**config.mk**
```make
export PLATFORM = sky130hd
export DESIGN_NAME = commit_sched_flat
export DESIGN_NICKNAME = d
export VERILOG_FILES = /design/src/rtl/commit_sched_pkg.sv /design/src/rtl/commit_sched_if.sv /design/src/rtl/commit_scan.sv /design/src/rtl/commit_sched.sv /design/src/flat_wrapper.sv
export SDC_FILE = /design/constraint.sdc
export NUM_CORES = 1
export LEC_CHECK = 0
export BUFFER_PORTS_ARGS = -buffer_cell sky130_fd_sc_hd__buf_4
export CORE_ASPECT_RATIO = 1.4
export CORE_MARGIN = 3
export CORE_UTILIZATION = 55
export DETAILED_ROUTE_END_ITERATION = 6
export PLACE_DENSITY = 0.84
export REMOVE_ABC_BUFFERS = 1
export SLEW_MARGIN = 40
export SYNTH_ARGS = -nofsm -noshare
export SYNTH_HDL_FRONTEND = slang
export SYNTH_SLANG_ARGS = --single-unit
```
**constraint.sdc**
```tcl
create_clock -name clk -period 8.2 [get_ports clk]
set_clock_uncertainty 0.05 [all_clocks]
set_input_delay 1.23 -clock clk [delete_from_list [all_inputs] [get_ports clk]]
set_output_delay 1.23 -clock clk [all_outputs]
set_load 0.02 [all_outputs]
```
**src/rtl/commit_sched_pkg.sv**
```systemverilog
// Shared types for the ROB commit scheduler.
// Used by the head-pointer block as well.
package commit_sched_pkg;

  localparam int CWIDTH_DEF = 3;

  typedef enum logic [1:0] {
    CS_RUN   = 2'd0,
    CS_EXC   = 2'd1,
    CS_FLUSH = 2'd2
  } cstate_e;

  typedef logic [2:0] ccnt_t;

endpackage

```
**src/rtl/commit_sched_if.sv**
```systemverilog
// ROB-head status and head-pointer/redirect
// bundle seen by the commit scheduler.
interface commit_sched_if #(
  parameter int CWIDTH = 3,
  parameter int CNTW   = 32
);
  import commit_sched_pkg::*;

  logic              commit_en;
  logic [CWIDTH-1:0] head_v;
  logic [CWIDTH-1:0] head_done;
  logic [CWIDTH-1:0] head_exc;
  logic [CWIDTH-1:0] head_sync;
  logic [CWIDTH-1:0] head_iq;
  logic              exc_ack;
  ccnt_t             ramt;
  ccnt_t             amt;
  logic              exc_req;
  logic              flush;
  logic [1:0]        state;
  logic [CNTW-1:0]   commit_cnt;

  modport master (
    output commit_en, head_v, head_done,
    output head_exc, head_sync, head_iq,
    output exc_ack,
    input  ramt, amt, exc_req, flush,
    input  state, commit_cnt
  );

  modport slave (
    input  commit_en, head_v, head_done,
    input  head_exc, head_sync, head_iq,
    input  exc_ack,
    output ramt, amt, exc_req, flush,
    output state, commit_cnt
  );

endinterface

```
**src/rtl/commit_scan.sv**
```systemverilog
// Counts the leading committable ROB slots
// and the IQ entries they free.
module commit_scan
  import commit_sched_pkg::*;
#(
  parameter int CWIDTH = CWIDTH_DEF
) (
  input  logic              en,
  input  logic [CWIDTH-1:0] v,
  input  logic [CWIDTH-1:0] done,
  input  logic [CWIDTH-1:0] exc,
  input  logic [CWIDTH-1:0] sync,
  input  logic [CWIDTH-1:0] iq,
  output ccnt_t             ramt,
  output ccnt_t             amt,
  output logic              exc0
);

  logic ok;
  logic c;

  // in-order scan; first non-committable slot ends it
  always_comb begin
    ok   = en;
    c    = 1'b0;
    ramt = '0;
    amt  = '0;
    for (int i = 0; i < CWIDTH; i++) begin
      c = ok & v[i] & done[i] & ~exc[i];
      if (i != 0)
        c = c & ~sync[i] & ~sync[0];
      if (c) begin
        ramt = ramt + 3'd1;
        amt  = amt + {2'b00, iq[i]};
      end
      ok = c;
    end
  end

  assign exc0 = v[0] & done[0] & exc[0];

endmodule

```
**src/rtl/commit_sched.sv**
```systemverilog
// ROB-head commit scheduler: retire count,
// exception redirect and flush sequencing.
module commit_sched
  import commit_sched_pkg::*;
#(
  parameter int CWIDTH       = CWIDTH_DEF,
  parameter int FLUSH_CYCLES = 2,
  parameter int CNTW         = 32
) (
  input logic           clk,
  input logic           rst,
  commit_sched_if.slave bus
);

  localparam logic [1:0] S_RUN   = CS_RUN;
  localparam logic [1:0] S_EXC   = CS_EXC;
  localparam logic [1:0] S_FLUSH = CS_FLUSH;

  localparam int FW =
    (FLUSH_CYCLES > 1) ? $clog2(FLUSH_CYCLES) : 1;
  localparam logic [FW-1:0] FLOAD =
    FW'(FLUSH_CYCLES - 1);

  logic [1:0]      state_q;
  logic            exc_req_q;
  logic            flush_q;
  logic [FW-1:0]   fcnt_q;
  logic [CNTW-1:0] cnt_q;

  ccnt_t s_ramt;
  ccnt_t s_amt;
  logic  s_exc0;
  logic  run;
  logic  go_exc;

  commit_scan #(
    .CWIDTH (CWIDTH)
  ) u_scan (
    .en   (bus.commit_en),
    .v    (bus.head_v),
    .done (bus.head_done),
    .exc  (bus.head_exc),
    .sync (bus.head_sync),
    .iq   (bus.head_iq),
    .ramt (s_ramt),
    .amt  (s_amt),
    .exc0 (s_exc0)
  );

  assign run    = (state_q == S_RUN);
  assign go_exc = run & bus.commit_en & s_exc0;

  assign bus.ramt       = run ? s_ramt : '0;
  assign bus.amt        = run ? s_amt : '0;
  assign bus.exc_req    = exc_req_q;
  assign bus.flush      = flush_q;
  assign bus.state      = state_q;
  assign bus.commit_cnt = cnt_q;

  // FSM, flush timer and retired counter
  always_ff @(posedge clk) begin
    if (rst) begin
      state_q   <= S_RUN;
      exc_req_q <= 1'b0;
      flush_q   <= 1'b0;
      fcnt_q    <= '0;
      cnt_q     <= '0;
    end else begin
      cnt_q <= cnt_q + CNTW'(bus.ramt);
      case (state_q)
        S_RUN: begin
          if (go_exc) begin
            state_q   <= S_EXC;
            exc_req_q <= 1'b1;
          end
        end
        S_EXC: begin
          if (bus.exc_ack) begin
            state_q   <= S_FLUSH;
            exc_req_q <= 1'b0;
            flush_q   <= 1'b1;
            fcnt_q    <= FLOAD;
          end
        end
        S_FLUSH: begin
          if (fcnt_q == '0) begin
            state_q <= S_RUN;
            flush_q <= 1'b0;
          end else begin
            fcnt_q <= fcnt_q - 1'b1;
          end
        end
        default: begin
          state_q   <= S_RUN;
          exc_req_q <= 1'b0;
          flush_q   <= 1'b0;
        end
      endcase
    end
  end

endmodule
```
**src/flat_wrapper.sv**
```systemverilog
// flat-port wrapper written by rule: the top's interface ports become plain ports
module commit_sched_flat import commit_sched_pkg::*;
#(
  parameter int CWIDTH       = CWIDTH_DEF,
  parameter int FLUSH_CYCLES = 2,
  parameter int CNTW         = 32
)
  (clk, rst, bus_commit_en, bus_head_v, bus_head_done, bus_head_exc, bus_head_sync, bus_head_iq, bus_exc_ack, bus_ramt, bus_amt, bus_exc_req, bus_flush, bus_state, bus_commit_cnt);
  commit_sched_if #(.CWIDTH(CWIDTH), .CNTW(CNTW)) bus_i ();
  input logic clk;
  input logic rst;
  input wire logic [$bits(bus_i.commit_en)-1:0] bus_commit_en;
  input wire logic [$bits(bus_i.head_v)-1:0] bus_head_v;
  input wire logic [$bits(bus_i.head_done)-1:0] bus_head_done;
  input wire logic [$bits(bus_i.head_exc)-1:0] bus_head_exc;
  input wire logic [$bits(bus_i.head_sync)-1:0] bus_head_sync;
  input wire logic [$bits(bus_i.head_iq)-1:0] bus_head_iq;
  input wire logic [$bits(bus_i.exc_ack)-1:0] bus_exc_ack;
  output wire logic [$bits(bus_i.ramt)-1:0] bus_ramt;
  output wire logic [$bits(bus_i.amt)-1:0] bus_amt;
  output wire logic [$bits(bus_i.exc_req)-1:0] bus_exc_req;
  output wire logic [$bits(bus_i.flush)-1:0] bus_flush;
  output wire logic [$bits(bus_i.state)-1:0] bus_state;
  output wire logic [$bits(bus_i.commit_cnt)-1:0] bus_commit_cnt;
  assign bus_i.commit_en = bus_commit_en;
  assign bus_i.head_v = bus_head_v;
  assign bus_i.head_done = bus_head_done;
  assign bus_i.head_exc = bus_head_exc;
  assign bus_i.head_sync = bus_head_sync;
  assign bus_i.head_iq = bus_head_iq;
  assign bus_i.exc_ack = bus_exc_ack;
  assign bus_ramt = bus_i.ramt;
  assign bus_amt = bus_i.amt;
  assign bus_exc_req = bus_i.exc_req;
  assign bus_flush = bus_i.flush;
  assign bus_state = bus_i.state;
  assign bus_commit_cnt = bus_i.commit_cnt;
  commit_sched #(.CWIDTH(CWIDTH), .FLUSH_CYCLES(FLUSH_CYCLES), .CNTW(CNTW)) u_core (.clk(clk), .rst(rst), .bus(bus_i));
endmodule
```
# After elaboration in Yosys (flattened, before gate mapping)
# Index checks and enable logic that the tools add are counted.
# word_totals
register_bits	37
elab_cells	67
# classes
addsub	6
eq_ne	5
muxes	20
bitwise	25
reduce_logical	6
# op_table
op	count
32-bit by 3-bit adder with 32-bit output	1
3-bit 2-to-1 mux	6
1-bit AND	17
3-bit AND reduction	3
1-bit NOT	8
1-bit 2-to-1 mux	7
3-bit by 1-bit adder with 3-bit output	2
3-bit by 1-bit adder with 3-bit output (second input constant)	2
2-bit 2-to-1 mux	3
2-bit != test (second input constant)	3
1-bit case mux with 3 select lines	2
2-bit case mux with 3 select lines	1
2-bit by 1-bit == test with 1-bit output (second input constant)	1
2-bit == test (second input constant)	1
2-bit zero test	1
1-bit case mux with 2 select lines	1
2-bit AND reduction	1
2-bit nonzero test	1
1-bit subtractor (second input constant)	1

# Logic depth before layout (Yosys ltp)
# logic_depth
depth_word	16
ltp_mapped	15
mapped_depth_nobuf	14

# By module
# From an unflattened synthesis, not the netlist that was laid out.
# hier_totals
hier_cells	251
hier_area_um2	2139.6
# modules_own_cells
mod	n_inst	cells_each	area_each_um2
commit_sched	1	217	1861.8
commit_scan	1	34	277.8

# Worst setup path before layout
# No wires, ideal clock.
# synth_timing
kind	input -> register
from	input port bus_head_exc[1]
to	register u_core.cnt_q[28], in the netlist u_core.bus.commit_cnt[28]
setup_time_ns	0.132
t_arrival_ns	4.629
required_ns	8.018
slack_ns	3.388
stages	12
path_buffers	1
path_cell_list	or3_1 -> or4_1 -> xor2_1 -> nor3_1 -> ha_1 -> inv_1 -> fa_1 -> nor2b_1 -> o211ai_1 -> clkbuf_1 -> o41ai_1 -> a21oi_1
# synth_via
elab_chain_cells	12
elab_cells_between_ends	14
# synth_rtl
item	line_no	text
start, declared	flat_wrapper.sv:15	input wire logic [$bits(bus_i.head_exc)-1:0] bus_head_exc;
1-bit NOT *	commit_scan.sv:29	c = ok & v[i] & done[i] & ~exc[i];
1-bit AND *	commit_scan.sv:29	
1-bit AND * (2 in series)	commit_scan.sv:31	c = c & ~sync[i] & ~sync[0];
1-bit AND (3 in series)	commit_scan.sv:29	
1-bit AND (2 in series)	commit_scan.sv:31	
3-bit 2-to-1 mux *	commit_scan.sv:32	if (c) begin
3-bit 2-to-1 mux *	commit_sched.sv:53	assign bus.ramt = run ? s_ramt : '0;
named net bus_ramt[0]	flat_wrapper.sv:19	output wire logic [$bits(bus_i.ramt)-1:0] bus_ramt;
32-bit by 3-bit adder with 32-bit output *	commit_sched.sv:69	cnt_q <= cnt_q + CNTW'(bus.ramt);
end signal, assigned	commit_sched.sv:69	
end, declared	commit_sched.sv:28	logic [CNTW-1:0] cnt_q;
# The timed path passes the listed nets; every way through them passes the cells marked *.
# A chain may end at the register's enable or synchronous reset.

# Worst setup path after layout
# layout_timing
from	input port bus_head_exc[1]
to	register u_core.cnt_q[22], in the netlist u_core.bus.commit_cnt[22]
# layout_via
elab_chain_cells	12
elab_cells_between_ends	14
# layout_rtl
item	line_no
1-bit NOT *	commit_scan.sv:29
1-bit AND *	commit_scan.sv:29
1-bit AND * (2 in series)	commit_scan.sv:31
1-bit AND (3 in series)	commit_scan.sv:29
1-bit AND (2 in series)	commit_scan.sv:31
3-bit 2-to-1 mux *	commit_scan.sv:32
3-bit 2-to-1 mux *	commit_sched.sv:53
32-bit by 3-bit adder with 32-bit output *	commit_sched.sv:69
# Mark *: on every way between the ends. The rest lies on a longest branch, timed or not.

==> metrics <==
Pins Over Slew Limit 0; outcome complete, no violations; Worst Path Max Fanout 10; CTS buffer count 5; Cells after Synth 243; core area between 3000 and 4000 um2; RSZ-0062 raised after global routing false; Syn Area/Cell 8.41 um2; area delta synth->final 27.2%; CTS sink cnt 37; vias in the first global route 1972; DIE AREA 4490 um2; total number of vias 2064; Synth Flop Type dfxtp_1; # hold bufs at CTS 0; n_diodes 0; gpl congestion 0.841; Static Leak around 1.1 nW; number of DRC markers in iteration 0 101; Crit. End Element flip-flop; grt ovf 0; Req. time, crit path between 8 and 9 ns; Hold Vio Cnt, Final 0; YS warnings 0; # DRC 0; WS Path Type input pin to flip-flop; f_max roughly 0.22 GHz; sequential area share after synthesis 36.3%; drt pass-1 iters 4; Post-DRT Antenna Nets 0; total track usage 23.9%; DR vias/cell about 6.1; Critical Path Source Type input pin; slowest CP cell or4_1; Clock Latency Late Sink 0.29 ns; initial antenna violation count 0; Synth Register Bits 37; crit path buf inv count 3; Die X 57.5 um; Clock Root Buffer clkbuf_8; nets between 300 and 400; CP top delay family simple AND/OR/NAND/NOR gates; relative slew slack 57.2%; worst-case clock buffer depth 2; Largest stage delay, worst path 0.47 ns; utilization after layout 74.8%; Tightest Pin Transition 0.636 ns; pwr dens 132 nW/um2; setup TNS 0 ns; row count 25; fin crit period about 4.6 ns; share of cells above drive strength 1 roughly a quarter; Post-synth EDFFs 0; die height 78.1 um; crit share post-route a little under three fifths; global-route wire length before repair around 8600 um; H-tree levels 2; WL final 5010 um; setup violators final 0; clk slew on worst S/H paths 0.08 ns; Async S/R FF share, synth 0%; PortBufs 60; Yosys cell types 40; hpwl dp 3700 um; CP arrival 4.79 ns; crit-path cells buf_4 > or3_1 > nor3_1 > ha_1 > xor2_1 > nor3_1 > ha_1 > inv_1 > fa_1 > nor2b_1 > o211ai_1 > buf_2 > or4_1 > a21oi_1; Max Cap Violations 0; largest net degree at the start of global routing 41; maximum vdd ir drop approximately 120 uV; Post-CTS Resized 0; Synth Cell Area 2040 um2; initial core utilization 58.8%; I/O pin total 61; CTS tree built; postcts setup bufs 0; class of the worst hold path flip-flop to flip-flop; Wirelength per Cell 14.7 um
[cells in the mapped netlist, drive strengths merged, types with 2 or more instances]
library cell	n	area [um2]
nand4	12	75.1
nor3	5	25.0
and4	2	17.5
mux2	4	45.0
nand3b	2	15.0
dfxtp	37	741
inv	8	30.0
clkbuf	10	40.0
o31ai	12	90.1
mux2i	3	30.0
and2	5	31.3
a21oi	23	115
nand3	10	62.6
and3	6	37.5
ha	8	100
o21ai	10	50.1
buf	2	11.3
nor2	19	71.3
nor4	3	18.8
nand2	12	45.0
nor2b	7	43.8
xor2	9	78.8
or4	11	82.6
or3	10	62.6
[sequential cells by signal (all words and copies together) (netlist names)]
name,flops
u_core.bus.exc_req,1
u_core.fcnt_q,1
u_core.bus.state,2
u_core.bus.commit_cnt,32
u_core.bus.flush,1
[report_power, final]
part | total [mW] | switching, mW | internal, mW
clock network | 0.142 | 0.0660 | 0.0760
registers | 0.181 | 0.000890 | 0.180
logic | 0.0191 | 0.00943 | 0.00963
[stage by stage]
stage / instance area (um2) / power [mW] / hold WS (ns) / cells / worst slack, ns
floorplan: 1990 / 0.192 / 0.393 / 231 / 3.25
global placement: 2490 / 0.204 / 0.410 / 331 / 3.36
detailed placement: 2500 / 0.205 / 0.413 / 332 / 3.30
CTS: 2600 / 0.344 / 0.423 / 340 / 3.59
global route: 2600 / 0.353 / 0.490 / 340 / 3.26
finish: 2600 / 0.342 / 0.425 / 340 / 3.59
[cell families after synthesis]
kind of cell,after synthesis,synth area share [%]
xor gates and xnor gates,9,3.86
DFF,37,36.3
buffers and inverters,20,3.98
muxes,7,3.67
and+or+nand+nor,107,30.1
adders and majority gates,9,5.88
AOI/OAI and AO/OA,54,16.3
[area by class of cell]
type / count / area, um2
Clock inverter: 1 / 5.00
Tap cell: 40 / 50.0
Multi-Input combinational cell: 186 / 1220
Clock buffer: 7 / 96.3
Fill cell: 277 / 873
Timing Repair Buffer: 61 / 455
Inverter: 8 / 30.0
Sequential cell: 37 / 741
[cell usage in the layout (no fill, tap or decap), types with 2 or more instances in the layout]
cell,count
o21ai_0,10
a21oi_1,23
nand3b_1,2
and3_1,6
nor2b_1,7
mux2_2,4
clkbuf_8,7
nand3_1,9
nor2_1,19
and4_1,2
nand2_1,12
or4_1,11
o31ai_1,12
nand4_1,12
mux2i_1,3
nor3_1,5
inv_1,8
xor2_1,9
or3_1,10
nor4_1,3
and2_1,5
dfxtp_1,37
ha_1,8
buf_4,60
[path summary, 6_finish.rpt]
path	from	end	slack [ns]	depth (start not counted)
setup / recovery	bus_head_exc[1]	u_core.bus.commit_cnt[22]	3.59	14
hold / removal	u_core.fcnt_q	u_core.fcnt_q	0.43	2
setup reg to reg	u_core.bus.state[0]	u_core.bus.commit_cnt[22]	5.29	9
hold reg to reg	u_core.fcnt_q	u_core.fcnt_q	0.43	2
[worst min-delay path, stage by stage, from the launching register on]
cell and delay (ns):
dfxtp_1 0.31, o21ai_0 0.06, a21oi_1 0.06
[layer usage]
metal,routed length (um),global-route usage [%]
met5,0,0
met4,135,14.2
met3,387,7.40
met2,2540,39.1
met1,1950,26.6
Power figures use the tool's default switching activity.
